==> config.mk <==
export PLATFORM = sky130hd
export DESIGN_NAME = spi_txn_arbiter
export DESIGN_NICKNAME = d
export VERILOG_FILES = /design/src/rtl/spi_txn_arbiter.sv
export SDC_FILE = /design/constraint.sdc
export NUM_CORES = 1
export LEC_CHECK = 0
export ABC_CLOCK_PERIOD_IN_PS = 2240
export BUFFER_PORTS_ARGS = -buffer_cell sky130_fd_sc_hd__clkbuf_2
export CAP_MARGIN = 20
export CORE_ASPECT_RATIO = 0.9
export CORE_MARGIN = 2
export CORE_UTILIZATION = 46
export DETAILED_ROUTE_END_ITERATION = 7
export GPL_ROUTABILITY_DRIVEN = 0
export HOLD_SLACK_MARGIN = 0.05
export PLACE_DENSITY = 0.84
export SLEW_MARGIN = 20
export SYNTH_ARGS = -nofsm -noshare
export SYNTH_HDL_FRONTEND = slang
export SYNTH_SLANG_ARGS = --single-unit
==> constraint.sdc <==
create_clock -name clk -period 2.24 [get_ports clk]
set_input_delay 0.112 -clock clk [delete_from_list [all_inputs] [get_ports clk]]
set_output_delay 0.112 -clock clk [all_outputs]
set_load 0.02 [all_outputs]
==> src/rtl/spi_txn_arbiter.sv <==
// spi_txn_arbiter
//   Shares one SPI master between NUM_REQ requesters. A round-robin grant
//   covers a whole burst of one or more bytes. During the burst the block
//   drives the requester's chip select and the master mode. It sequences
//   the master start handshake for each byte and returns each received byte.
//
// Ports
//   clk, rst        system clock; synchronous active-high reset
//   req_i           per-requester burst request (level)
//   mode_i          {cpol,cpha} per requester, slice k = [2k+1:2k]
//   tx_data_i       per-requester tx byte, slice k = [k*DATA_WIDTH +: DATA_WIDTH]
//   tx_valid_i      per-requester tx byte valid
//   tx_last_i       marks the tx byte as final byte of the burst
//   tx_ready_o      one-cycle accept pulse to the granted requester
//   gnt_o           one-hot grant, held for the whole burst
//   rx_data_o       received byte (shared bus)
//   rx_valid_o      one-cycle receive pulse to the granted requester
//   cs_n_o          active-low device selects
//   m_start         master start
//   m_cpol, m_cpha  master mode
//   m_data_in       master tx byte
//   m_data_out      master rx byte
//   err_o           WAIT_TX timeout abort pulse
//
// Build option: define SPI_ARB_TIMEOUT_EN to abort a burst after TIMEOUT
// idle cycles in WAIT_TX. Without it WAIT_TX waits forever and err_o is 0.

module spi_txn_arbiter #(
    parameter int unsigned NUM_REQ     = 4,
    parameter int unsigned DATA_WIDTH  = 8,
    parameter int unsigned XFER_CYCLES = 68,
    parameter int unsigned GAP_CYCLES  = 2,
    parameter int unsigned CS_SETUP    = 2,
    parameter int unsigned TIMEOUT     = 255
) (
    input  logic                          clk,
    input  logic                          rst,
    input  logic [NUM_REQ-1:0]            req_i,
    input  logic [2*NUM_REQ-1:0]          mode_i,
    input  logic [DATA_WIDTH*NUM_REQ-1:0] tx_data_i,
    input  logic [NUM_REQ-1:0]            tx_valid_i,
    input  logic [NUM_REQ-1:0]            tx_last_i,
    output logic [NUM_REQ-1:0]            tx_ready_o,
    output logic [NUM_REQ-1:0]            gnt_o,
    output logic [DATA_WIDTH-1:0]         rx_data_o,
    output logic [NUM_REQ-1:0]            rx_valid_o,
    output logic [NUM_REQ-1:0]            cs_n_o,
    output logic                          m_start,
    output logic                          m_cpol,
    output logic                          m_cpha,
    output logic [DATA_WIDTH-1:0]         m_data_in,
    input  logic [DATA_WIDTH-1:0]         m_data_out,
    output logic                          err_o
);

    localparam int unsigned IDX_W   = $clog2(NUM_REQ);
    localparam int unsigned CNT_MAX = (XFER_CYCLES > TIMEOUT) ? XFER_CYCLES : TIMEOUT;
    localparam int unsigned CNT_W   = $clog2(CNT_MAX + 1);

    typedef logic [CNT_W-1:0] cnt_t;

    localparam cnt_t SETUP_END = cnt_t'(CS_SETUP - 1);
    localparam cnt_t XFER_END  = cnt_t'(XFER_CYCLES - 1);
    localparam cnt_t GAP_END   = cnt_t'(GAP_CYCLES - 1);
`ifdef SPI_ARB_TIMEOUT_EN
    localparam cnt_t TO_END    = cnt_t'(TIMEOUT - 1);
`endif

    typedef enum logic [2:0] {
        IDLE,
        SETUP,
        WAIT_TX,
        XFER,
        GAP,
        RELEASE
    } state_t;

    state_t             state_q, state_d;
    cnt_t               cnt_q, cnt_d;
    logic [IDX_W-1:0]   sel_q;
    logic [IDX_W-1:0]   rr_q;
    logic               last_q;
    logic [IDX_W-1:0]   pick;
    logic               pick_vld;
    logic [NUM_REQ-1:0] sel_oh;
    int unsigned        cand;

    // First requesting index at or after rr_q, wrapping.
    always_comb begin
        pick     = '0;
        pick_vld = 1'b0;
        cand     = 0;
        for (int unsigned i = 0; i < NUM_REQ; i++) begin
            cand = (32'(rr_q) + i) % NUM_REQ;
            if (!pick_vld && req_i[cand[IDX_W-1:0]]) begin
                pick_vld = 1'b1;
                pick     = cand[IDX_W-1:0];
            end
        end
    end

    always_comb begin
        sel_oh        = '0;
        sel_oh[sel_q] = 1'b1;
    end

    always_comb begin
        state_d    = state_q;
        gnt_o      = '0;
        tx_ready_o = '0;
        rx_valid_o = '0;
        m_start    = 1'b0;
        err_o      = 1'b0;
        case (state_q)
            IDLE: begin
                if (pick_vld) state_d = SETUP;
            end
            SETUP: begin
                gnt_o = sel_oh;
                if (cnt_q == SETUP_END) state_d = WAIT_TX;
            end
            WAIT_TX: begin
                gnt_o = sel_oh;
                if (tx_valid_i[sel_q]) begin
                    tx_ready_o = sel_oh;
                    state_d    = XFER;
                end
`ifdef SPI_ARB_TIMEOUT_EN
                else if (cnt_q == TO_END) begin
                    err_o   = 1'b1;
                    state_d = RELEASE;
                end
`endif
            end
            XFER: begin
                gnt_o   = sel_oh;
                m_start = 1'b1;
                if (cnt_q == XFER_END) state_d = GAP;
            end
            GAP: begin
                gnt_o = sel_oh;
                if (cnt_q == '0) rx_valid_o = sel_oh;
                if (cnt_q == GAP_END) state_d = last_q ? RELEASE : WAIT_TX;
            end
            RELEASE: begin
                state_d = IDLE;
            end
            default: state_d = IDLE;
        endcase
    end

    assign cs_n_o = ~gnt_o;

    // The counter restarts at zero on every state change.
    always_comb begin
        cnt_d = '0;
        if (state_d == state_q) begin
            case (state_q)
                SETUP, XFER, GAP: cnt_d = cnt_q + 1'b1;
`ifdef SPI_ARB_TIMEOUT_EN
                WAIT_TX:          cnt_d = cnt_q + 1'b1;
`endif
                default:          cnt_d = '0;
            endcase
        end
    end

    always_ff @(posedge clk) begin
        if (rst) begin
            state_q <= IDLE;
            cnt_q   <= '0;
        end else begin
            state_q <= state_d;
            cnt_q   <= cnt_d;
        end
    end

    always_ff @(posedge clk) begin
        if (rst) begin
            sel_q     <= '0;
            rr_q      <= '0;
            last_q    <= 1'b0;
            m_cpol    <= 1'b0;
            m_cpha    <= 1'b0;
            m_data_in <= '0;
            rx_data_o <= '0;
        end else begin
            if (state_q == IDLE && pick_vld) begin
                sel_q            <= pick;
                {m_cpol, m_cpha} <= mode_i[2*pick +: 2];
            end
            if (state_q == WAIT_TX && tx_valid_i[sel_q]) begin
                m_data_in <= tx_data_i[sel_q*DATA_WIDTH +: DATA_WIDTH];
                last_q    <= tx_last_i[sel_q];
            end
            if (state_q == XFER && cnt_q == XFER_END) rx_data_o <= m_data_out;
            if (state_q == RELEASE)
                rr_q <= (sel_q == IDX_W'(NUM_REQ - 1)) ? '0 : sel_q + 1'b1;
        end
    end

endmodule

==> PnR_summary.wiki <==
{| class="wikitable"
! Metric !! Value
|-
| Status || finished clean
|-
| Type of the worst min-delay path || in2reg
|-
| Cts bufs inserted || 5
|-
| Total setup violations reported at the end of the flow || 0
|-
| Routed Wire Length || 5000 um
|-
| Delay of the slowest cell on the worst path || 0.56 ns
|-
| Count of buffers inserted at the top-level ports || 96
|-
| Overall die height || 66.4 um
|-
| Detail Placement HPWL || 3910 um
|-
| Diode count || 0
|-
| Area Overhead vs Synth || 34.2%
|-
| Max Buffers Root-to-Sink || 2
|-
| Final-layout worst hold slack || about 0.063 ns
|-
| Register area share after synthesis || 34.2%
|-
| Cells along the critical path || or4_4 -> nand2b_4 -> nor4b_4 -> and2_1 -> clkbuf_2
|-
| Number of vias per cell || 5.25
|-
| Async S/R FF share, synth || 0%
|-
| Post-synthesis compound-gate area fraction || 6.98%
|-
| Adder-cell area share of the yosys netlist || under 10%
|-
| Wire length of the first global-routing pass || 7980 um
|-
| Via count of the first global-routing pass || 1726
|-
| Aggregate global routing overflow || 0
|-
| Mean post-synth cell area || just under 10 um^2
|-
| H-tree depth || 2
|-
| Post-layout min period || 2.09 ns
|-
| Clock Tree Root || sky130_fd_sc_hd__clkbuf_8
|-
| Worst slew margin relative to its limit || 60.6%
|-
| XOR/XNOR share of the synthesized area || under 10%
|-
| Final Max Slew Viols || 0
|-
| Remaining antenna violation count || 0
|-
| Number of filler instances in the final layout || 332
|-
| Clock tree from TritonCTS || yes
|-
| Cell Pwr Density || about 550 mW/mm^2
|-
| Setup repair bufs after CTS || 0
|-
| Area of the mapped netlist || 0.00199 mm^2
|-
| Maximum operating frequency || 478 MHz
|-
| CTS clock-pin slew for the worst setup and hold paths || 0.07 ns
|-
| Detailed Route Iter0 Violations || 144
|-
| Via Count || between 1500 and 2000
|-
| Overall die area || slightly below 0.005 mm^2
|-
| Synth Register Bits || 34
|-
| CP max FO || 5
|-
| Worst-Margin Slew || about 0.59 ns
|-
| Count of different cell masters after synthesis || 41
|-
| Synth warnings || 0
|-
| Final worst-path cycle share || 93.5%
|-
| Total of max-cap violations || 0
|-
| Maximum VDD drop || 0.352 mV
|-
| Die outline width || between 70 and 80 um
|-
| Final nets || 375
|-
| TNS Setup || 0 ns
|-
| Average wire per cell in the routed design || 14.1 um
|-
| Required time at the endpoint of the critical path || 2.13 ns
|-
| Area of the core || 0.00413 mm^2
|-
| CP max-delay cell || sky130_fd_sc_hd__or4_4
|-
| Largest net degree at the start of global routing || 29
|-
| Category of the worst setup path capture point || output port
|-
| Critical path arrival || 1.98 ns
|-
| Iteration count of the initial detailed-routing pass || 4
|-
| Utilization of the core after routing || 64.7%
|-
| Initial antenna violation count || 0
|-
| Worst setup SP type || flip-flop
|-
| Layout cell share with drive strength beyond 1 || 41.8%
|-
| Leakage power || between 1 and 1.5 nW
|-
| Clk Latency, worst-skew pair || ~0.29 ns
|-
| Share of synthesized cell area in and, or, nand and nor gates || 22.6%
|-
| Multiplexer fraction of the synthesized cell area || 23.9%
|-
| Setup repair after global routing missed its margin || no
|-
| Share of Yosys cell area claimed by the top area cell type || 34.2%
|-
| Setup skew after layout || 0.00875 ns
|-
| Final Total Pwr || approximately 1.5 mW
|-
| Clk sinks || 34
|-
| Nets in the synthesized netlist || around 280
|-
| Initial cell density of the core || between 40% and 50%
|-
| Cells after synthesis || 207
|-
| Number of standard-cell rows in the floorplan || 22
|-
| Type of the worst setup path || reg2out
|-
| Cell types occupying the most area after synthesis || sky130_fd_sc_hd__dfxtp_1 34%, sky130_fd_sc_hd__mux2i_1 13%, sky130_fd_sc_hd__mux4_2 11%, sky130_fd_sc_hd__nor2_1 7.2%, sky130_fd_sc_hd__ha_1 4.4%
|-
| I/O pin total || just under 100
|-
| Number of endpoints with negative hold slack in the final report || 0
|-
| Most instantiated flip-flop cell in the synthesis netlist || sky130_fd_sc_hd__dfxtp_1
|-
| Post-route DRC || 0
|-
| Dominant combinational cell family by area after synthesis || multiplexers
|-
| Number of enable-type register cells in the synthesized netlist || 0
|-
| GRT Overall Usage || 21.4%
|-
| Cell accounting for the most synthesized area || sky130_fd_sc_hd__dfxtp_1
|}
==> cell usage in the layout (no fill, tap or decap), types with 2 or more instances in the layout <==
master / instances
sky130_fd_sc_hd__buf_4: 3
sky130_fd_sc_hd__or3b_2: 2
sky130_fd_sc_hd__nand2_1: 7
sky130_fd_sc_hd__and2_1: 8
sky130_fd_sc_hd__dfxtp_1: 34
sky130_fd_sc_hd__clkbuf_8: 6
sky130_fd_sc_hd__or4_4: 2
sky130_fd_sc_hd__o21ai_0: 2
sky130_fd_sc_hd__nand3b_1: 4
sky130_fd_sc_hd__nor2_1: 37
sky130_fd_sc_hd__clkbuf_2: 96
sky130_fd_sc_hd__and3_1: 2
sky130_fd_sc_hd__xor2_1: 3
sky130_fd_sc_hd__xnor2_1: 4
sky130_fd_sc_hd__a21oi_1: 5
sky130_fd_sc_hd__ha_1: 7
sky130_fd_sc_hd__nand3_1: 6
sky130_fd_sc_hd__dlygate4sd3_1: 3
sky130_fd_sc_hd__o221ai_1: 2
sky130_fd_sc_hd__nand2b_1: 4
sky130_fd_sc_hd__mux4_2: 10
sky130_fd_sc_hd__mux2i_1: 25
sky130_fd_sc_hd__a31oi_1: 2
sky130_fd_sc_hd__inv_1: 12
==> timing repair <==
action	4_1_cts	5_1_grt
gates resized for setup	2	2
hold buffers	3	0
pin swaps	0	1
endpoints found under the hold margin	3	0
endpoints found under the setup margin	8	8
==> cell usage after synthesis, types with 2 or more instances <==
| cell type | count |
|---|---|
| sky130_fd_sc_hd__nor2_1 | 38 |
| sky130_fd_sc_hd__dfxtp_1 | 34 |
| sky130_fd_sc_hd__mux2i_1 | 25 |
| sky130_fd_sc_hd__inv_1 | 12 |
| sky130_fd_sc_hd__mux4_2 | 10 |
| sky130_fd_sc_hd__and2_1 | 8 |
| sky130_fd_sc_hd__ha_1 | 7 |
| sky130_fd_sc_hd__nand2_1 | 7 |
| sky130_fd_sc_hd__nand3_1 | 6 |
| sky130_fd_sc_hd__a21oi_1 | 5 |
| sky130_fd_sc_hd__nand2b_1 | 5 |
| sky130_fd_sc_hd__clkbuf_1 | 4 |
| sky130_fd_sc_hd__nand3b_1 | 4 |
| sky130_fd_sc_hd__xnor2_1 | 4 |
| sky130_fd_sc_hd__buf_2 | 3 |
| sky130_fd_sc_hd__xor2_1 | 3 |
| sky130_fd_sc_hd__a31oi_1 | 2 |
| sky130_fd_sc_hd__and3_1 | 2 |
| sky130_fd_sc_hd__buf_4 | 2 |
| sky130_fd_sc_hd__o21ai_0 | 2 |
| sky130_fd_sc_hd__o221ai_1 | 2 |
| sky130_fd_sc_hd__or3b_2 | 2 |
| sky130_fd_sc_hd__or4_4 | 2 |
==> path summary, 6_finish.rpt <==
| kind | slack [ns] | cells past startpoint | startpoint | end |
|---|---|---|---|---|
| worst max-delay path | 0.15 | 5 | cnt_q[2] | rx_valid_o[0] |
| worst min-delay path | 0.06 | 3 | m_data_out[1] | rx_data_o[1] |
| worst max register to register | 0.25 | 5 | cnt_q[2] | cnt_q[3] |
| worst min register to register | 0.50 | 2 | rx_data_o[3] | rx_data_o[3] |
==> registers in the layout (all words and copies together) (netlist names) <==
| register | count |
|---|---|
| cnt_q | 8 |
| m_data_in | 8 |
| rx_data_o | 8 |
| state_q | 3 |
| rr_q | 2 |
| sel_q | 2 |
| last_q | 1 |
| m_cpha | 1 |
| m_cpol | 1 |
==> critical path: cells and delay by family, from the launching register on <==
family | cells | cell delay (ns)
and+or+nand+nor | 4 | 1.16
DFF | 1 | 0.36
buffers and inverters | 1 | 0.17
==> metal layers <==
layer	global-route usage, %	part of all wire, %	up-vias
met2	34.3	51	48
met5	0	0	-
met3	6.25	5.1	0
li1	-	-	923
met4	5.23	0	0
met1	28.2	43	889
==> per-stage QoR <==
step / worst slack, ns / cell area (um^2) / instances
final: 0.146 / 2670 / 354
after global routing: 0.0191 / 2670 / 354
after CTS: 0.0296 / 2660 / 354
after detailed placement: 0.122 / 2500 / 344
after global placement: 0.135 / 2500 / 344
after floorplan: 0.384 / 1990 / 207
==> cell type report <==
class | instances | area (um^2) | share of cell area (%)
Multi-Input combinational cell | 151 | 1240 | 46.4
Sequential cell | 34 | 681 | 25.5
Timing Repair Buffer | 102 | 533 | 20.0
Clock buffer | 6 | 82.6 | 3.09
Tap cell | 48 | 60.1 | 2.25
Inverter | 12 | 45.0 | 1.69
Clock inverter | 1 | 30.0 | 1.12
==> power breakdown <==
part | total (mW) | leakage (nW) | switching [mW] | internal [mW]
Clock | 0.576 | 0.0573 | 0.220 | 0.356
Combinational | 0.252 | 0.899 | 0.126 | 0.126
Sequential | 0.636 | 0.275 | 0.0172 | 0.619
Total | 1.46 | 1.23 | 0.363 | 1.10
==> cells by family after synthesis <==
logic type	after synthesis
simple gates	83
compound gates	18
fa+ha+maj	7
xor+xnor	7
buf+inv	22
other cells	1
flops	34
mux	35
Power figures use the tool's default switching activity.
